--- config.mk ---
export PLATFORM = sky130hd
export DESIGN_NAME = reset_handshake_ctrl_flat
export DESIGN_NICKNAME = d
export VERILOG_FILES = /design/src/rtl/reset_handshake_ctrl_if.sv /design/src/rtl/reset_handshake_ctrl.sv /design/src/flat_wrapper.sv
export SDC_FILE = /design/constraint.sdc
export NUM_CORES = 1
export LEC_CHECK = 0
export ABC_AREA = 1
export CELL_PAD_IN_SITES_DETAIL_PLACEMENT = 0
export CELL_PAD_IN_SITES_GLOBAL_PLACEMENT = 1
export CORE_MARGIN = 10
export CORE_UTILIZATION = 37
export DETAILED_ROUTE_END_ITERATION = 10
export PLACE_DENSITY_LB_ADDON = 0.1
export SLEW_MARGIN = 10
export SYNTH_ARGS = -nofsm -noshare
export SYNTH_HDL_FRONTEND = slang
export SYNTH_SLANG_ARGS = --single-unit
--- constraint.sdc ---
create_clock -name clk -period 0.8 [get_ports clk]
set_input_delay 0.16 -clock clk [delete_from_list [all_inputs] [get_ports clk]]
set_output_delay 0.16 -clock clk [all_outputs]
set_load 0.01 [all_outputs]
--- src/rtl/reset_handshake_ctrl_if.sv ---
// Reset handshake bundle between a domain's reset sequencer and its users.
// Signals: sw_rst_req, peer_rst_in (to ctrl); peer_rst_out, reset, busy, peer_timeout (from ctrl).
interface reset_handshake_ctrl_if;
  logic sw_rst_req;
  logic peer_rst_in;
  logic peer_rst_out;
  logic reset;
  logic busy;
  logic peer_timeout;

  modport master (
    output sw_rst_req,
    output peer_rst_in,
    input  peer_rst_out,
    input  reset,
    input  busy,
    input  peer_timeout
  );

  modport slave (
    input  sw_rst_req,
    input  peer_rst_in,
    output peer_rst_out,
    output reset,
    output busy,
    output peer_timeout
  );
endinterface

--- src/rtl/reset_handshake_ctrl.sv ---
// Per-domain reset sequencer: REQ -> HOLD -> REL -> IDLE handshake with a peer.
// Ports: clk, async_rst (async, active-high), bus (slave: sw_rst_req, peer_rst_in -> peer_rst_out, reset, busy, peer_timeout).
module reset_handshake_ctrl #(
  parameter int HOLD_CYCLES    = 8,
  parameter int TIMEOUT_CYCLES = 256,
  parameter int SYNC_STAGES    = 2
) (
  input logic                  clk,
  input logic                  async_rst,
  reset_handshake_ctrl_if.slave bus
);

  localparam int MAXC = (HOLD_CYCLES > TIMEOUT_CYCLES) ?
                        HOLD_CYCLES : TIMEOUT_CYCLES;
  localparam int CW = $clog2(MAXC + 1);

  localparam logic [CW-1:0] HOLD_LD = CW'(HOLD_CYCLES - 1);
  localparam logic [CW-1:0] TO_MAX  = CW'(TIMEOUT_CYCLES - 1);

  typedef enum logic [1:0] {
    IDLE = 2'd0,
    REQ  = 2'd1,
    HOLD = 2'd2,
    REL  = 2'd3
  } state_t;

  logic [1:0]             rst_sync;
  logic                   rst_l;
  logic [SYNC_STAGES-1:0] psync;
  logic                   peer_sync;

  state_t       state_q, state_n;
  logic [CW-1:0] cnt_q, cnt_n;
  logic         to_q, to_n;
  logic         reset_q, reset_n;
  logic         prst_q, prst_n;
  logic         busy_q, busy_n;

  // Assert immediately, release two clk edges later.
  always_ff @(posedge clk or posedge async_rst) begin
    if (async_rst) rst_sync <= 2'b11;
    else           rst_sync <= {rst_sync[0], 1'b0};
  end

  assign rst_l = rst_sync[1];

  // Preset to 1: a freshly reset domain assumes the peer is in reset too.
  always_ff @(posedge clk or posedge rst_l) begin
    if (rst_l) psync <= '1;
    else       psync <= {psync[SYNC_STAGES-2:0], bus.peer_rst_in};
  end

  assign peer_sync = psync[SYNC_STAGES-1];

  always_ff @(posedge clk or posedge rst_l) begin
    if (rst_l) begin
      state_q <= REQ;
      cnt_q   <= '0;
      to_q    <= 1'b0;
      reset_q <= 1'b1;
      prst_q  <= 1'b1;
      busy_q  <= 1'b1;
    end else begin
      state_q <= state_n;
      cnt_q   <= cnt_n;
      to_q    <= to_n;
      reset_q <= reset_n;
      prst_q  <= prst_n;
      busy_q  <= busy_n;
    end
  end

  always_comb begin
    state_n = state_q;
    cnt_n   = cnt_q;
    to_n    = to_q;
    unique case (1'b1)
      (state_q == IDLE): begin
        if (bus.sw_rst_req || peer_sync) begin
          state_n = REQ;
          cnt_n   = '0;
        end
      end
      (state_q == REQ): begin
        if (peer_sync) begin
          state_n = HOLD;
          cnt_n   = HOLD_LD;
        end else if (cnt_q == TO_MAX) begin
          to_n    = 1'b1;
          state_n = HOLD;
          cnt_n   = HOLD_LD;
        end else begin
          cnt_n = cnt_q + 1'b1;
        end
      end
      (state_q == HOLD): begin
        if (cnt_q == '0) begin
          state_n = REL;
          cnt_n   = '0;
        end else begin
          cnt_n = cnt_q - 1'b1;
        end
      end
      (state_q == REL): begin
        if (!peer_sync) begin
          state_n = IDLE;
          cnt_n   = '0;
        end else if (cnt_q == TO_MAX) begin
          to_n    = 1'b1;
          state_n = IDLE;
          cnt_n   = '0;
        end else begin
          cnt_n = cnt_q + 1'b1;
        end
      end
      default: begin
        state_n = REQ;
        cnt_n   = '0;
      end
    endcase
  end

  // Decoded from next state so every output comes straight off a flop.
  always_comb begin
    reset_n = (state_n != IDLE);
    busy_n  = (state_n != IDLE);
    prst_n  = (state_n == REQ) || (state_n == HOLD);
  end

  assign bus.reset        = reset_q;
  assign bus.peer_rst_out = prst_q;
  assign bus.busy         = busy_q;
  assign bus.peer_timeout = to_q;

endmodule
--- src/flat_wrapper.sv ---
// flat-port wrapper written by rule: the top's interface ports become plain ports
module reset_handshake_ctrl_flat 
#(
  parameter int HOLD_CYCLES    = 8,
  parameter int TIMEOUT_CYCLES = 256,
  parameter int SYNC_STAGES    = 2
)
  (clk, async_rst, bus_sw_rst_req, bus_peer_rst_in, bus_peer_rst_out, bus_reset, bus_busy, bus_peer_timeout);
  reset_handshake_ctrl_if bus_i ();
  input logic clk;
  input logic async_rst;
  input wire logic [$bits(bus_i.sw_rst_req)-1:0] bus_sw_rst_req;
  input wire logic [$bits(bus_i.peer_rst_in)-1:0] bus_peer_rst_in;
  output wire logic [$bits(bus_i.peer_rst_out)-1:0] bus_peer_rst_out;
  output wire logic [$bits(bus_i.reset)-1:0] bus_reset;
  output wire logic [$bits(bus_i.busy)-1:0] bus_busy;
  output wire logic [$bits(bus_i.peer_timeout)-1:0] bus_peer_timeout;
  assign bus_i.sw_rst_req = bus_sw_rst_req;
  assign bus_i.peer_rst_in = bus_peer_rst_in;
  assign bus_peer_rst_out = bus_i.peer_rst_out;
  assign bus_reset = bus_i.reset;
  assign bus_busy = bus_i.busy;
  assign bus_peer_timeout = bus_i.peer_timeout;
  reset_handshake_ctrl #(.HOLD_CYCLES(HOLD_CYCLES), .TIMEOUT_CYCLES(TIMEOUT_CYCLES), .SYNC_STAGES(SYNC_STAGES)) u_core (.clk(clk), .async_rst(async_rst), .bus(bus_i));
endmodule
==> results.txt <==
Die ar. = 5670 µm²
Post-Synth XOR/XNOR Area = 4.64%
CTS buffer count = 3
FMAX = 0.663 GHz
Synth area leaders = dfrtp_1, dfstp_2, nand2_1, inv_1, nand3_1
worst vdd ir = 2.01 mV
Vias/cell = 4.66
Post-Syn Nets = 166
first-pass GRT wire length = 4840 µm
Multi-input gate area = 633 µm²
row count = 20
Core Region = 3000 µm²
failing checks = setup timing
Final WS setup = -0.708 ns
Final Max Tran Viols = 0
slowest stage cell on the critical path = dfrtp_1
final net count = 217
area grow syn2layout = 49.3%
routed wire length = 2880 µm
Yosys top cell by area = dfrtp_1
FF-to-FF setup slack = -0.71 ns
Worst-path clk slew = 0.11 ns
post-route antenna net violation count = 0
fin crit period = 1.51 ns
async set-or-reset flop fraction in the synthesized netlist = 100%
setup TNS = -9.94 ns
most frequent cell after synthesis = nand2_1
top post-synthesis cells by count = nand2_1, inv_1, nor2_1, nand3_1, dfrtp_1
worst-path fanout max = 4
number of flops mapped to enable cells by yosys = 0
Netlist cell types = 23
diodes inserted = 0
fill cell count = 295
CP required = 1.05 ns
Initial Util = 37.7%
clk root buf = clkbuf_4
outcome = finished, violations left
most frequent CP cell = nand2_2
CTS tree = yes
area share of fa/ha/maj cells after synthesis = 4.42%
Residual DRC = 0
complex-gate fraction of the synthesized area = 4.64%
share of cells above drive strength 1 = 39.9%
# H-tree levels = 1
startpoint types = flop
final setup fails = 18
area occupied by registers = 459 µm²
CP Cell Sequence = ha_2 -> nand2_2 -> nor2_4 -> nand3_4 -> nand2_2 -> inv_2 -> nor3_4 -> ha_1
Clock Latency Late Sink = 0.31 ns
largest net degree at the start of global routing = 17
Yosys reg bits = 18
CTS sink cnt = 18
Post-Synth Simple-Gate Area = 34.5%
DR WL/cell = 12.0 µm
reg2reg start = u_core.cnt_q[0]$_DFFE_PP0P_
Die Span Y = 75.3 µm
final hold vios = 0
Initial DRC Count = 30
grt ovf = 0
largest family of logic cells by synthesized area = simple AND/OR/NAND/NOR gates
sequential fraction of the synthesis area = 40.6%
routability congestion estimate = 0.901
clock buffer depth = 2
Top Ports = 8
Pre-Repair DR Iteration Count = 4
synth warn = 0
Die Wd = 75.3 µm
vias in the first global route = 1168
post-synthesis mux area share = 0%
Mapped Area = 1130 µm²
Setup Skew = 0.00704 ns
PwrDens = 3490 nW/µm²
Max Cap Viol = 0
Post-synth top flop = dfrtp_1
hpwl dp = 2280 µm
Gate Count Post-Synth = 158
Syn Area/Cell = 7.17 µm²
worst path arrival time = 1.75 ns
delay of the slowest cell on the worst path = 0.42 ns
worst hold path class = in2async
LEAKAGE = 0.000873 µW
Power Total = 5890 µW
area share of the largest cell type after synthesis = 24.3%
Worst setup EP type = flop
fin crit share = 189%
RSZ-0062 raised after global routing = true
initial antenna violation count = 0
Setup crit start = u_core.cnt_q[0]$_DFFE_PP0P_
IO Port Bufs = 7
GRT Total Usage = 11.0%
kind of critical path = reg2reg
routed vias = 1124
-- what timing repair did --
item / CTS / global route
hold buffers: 0 / 0
endpoints found under the setup margin: 18 / 18
buffers inserted: 4 / 2
pin swaps: 4 / 6
resized for setup: 26 / 18
-- layout by cell type (no fill, tap or decap), drive strengths merged --
cell type / synthesis / final
nand2: 50 / 50
buf: 2 / 45
inv: 28 / 28
nor2: 19 / 19
nand3: 17 / 17
dfrtp: 11 / 11
dfstp: 7 / 7
xor2: 6 / 6
o21ai: 5 / 5
clkbuf: 0 / 4
ha: 4 / 4
nand4: 3 / 3
clkdlybuf4s50: 0 / 3
o211ai: 2 / 2
nor3: 1 / 1
o21bai: 1 / 1
a21oi: 1 / 1
conb: 1 / 1
-- kinds of logic (layout without fill, tap and decap cells) --
group / after synthesis / in the layout
adder cells (fa/ha/maj): 4 / 4
flip-flops: 18 / 18
AO/OA/AOI/OAI: 9 / 9
other: 1 / 1
XOR/XNOR: 6 / 6
AND/OR/NAND/NOR: 90 / 90
buffers and inverters: 30 / 80
-- final cells by class --
| cell class | count | area share [%] |
|---|---|---|
| Timing Repair Buffer | 48 | 24.6 |
| Multi-Input combinational cell | 110 | 37.5 |
| Tap cell | 33 | 2.44 |
| Clock buffer | 4 | 2.15 |
| Sequential cell | 18 | 27.2 |
| Inverter | 28 | 6.22 |
-- path summary, 6_finish.rpt --
kind | end | depth (start not counted)
setup / recovery | u_core.bus.peer_rst_out$_DFF_PP1_ | 8
hold / removal | u_core.rst_sync[1]$_DFF_PP1_ | 2
setup reg to reg | u_core.bus.peer_rst_out$_DFF_PP1_ | 8
hold reg to reg | u_core.cnt_q[7]$_DFFE_PP0P_ | 2
max in group asynchronous | u_core.bus.peer_rst_out$_DFF_PP1_ | 2
min in group clk | u_core.psync[0]$_DFF_PP1_ | 1
-- registers in the layout, indices dropped and copies added (netlist names) --
name,flops
u_core.bus.peer_rst_out,1
u_core.cnt_q,9
u_core.psync,2
u_core.rst_sync,2
u_core.bus.reset,1
u_core.state_q,2
u_core.bus.peer_timeout,1
-- per-stage QoR --
| step | setup slack [ns] | cell area, µm² | utilization (%) | hold WS [ns] | std cells |
|---|---|---|---|---|---|
| 3_3_place_gp | -0.680 | 1530 | 50.9 | 0.255 | 231 |
| 4_1_cts | -0.694 | 1620 | 54.0 | 0.175 | 239 |
| 5_1_grt | -0.820 | 1690 | 56.3 | 0.197 | 241 |
| 6_report | -0.708 | 1690 | 56.3 | 0.175 | 241 |
| 2_1_floorplan | -0.658 | 1150 | - | 0.0715 | 158 |
| 3_5_place_dp | -0.735 | 1530 | 50.9 | 0.271 | 231 |
-- power breakdown --
part           switching [µW]  internal [µW]
clock                     311            278
sequential                301           1250
combinational            1880           1870
-- critical path: cells and delay by family (launching register included) --
family	cells	cell delay (ns)
flops	1	0.42
fa+ha+maj	2	0.46
simple gates	5	0.51
buf+inv	1	0.05
-- per-layer routing --
layer  routed length, µm  part of all wire (%)  track usage (%)  up-vias
met1                1260                    44             11.7      518
li1                    -                     -                -      581
met3                 138                   4.8             3.39        6
met2                1420                    49             19.4       19
met5                   0                     0                0        -
met4                  61                   2.1             5.36        0
Note: power is estimated with default switching activity, not from simulation.
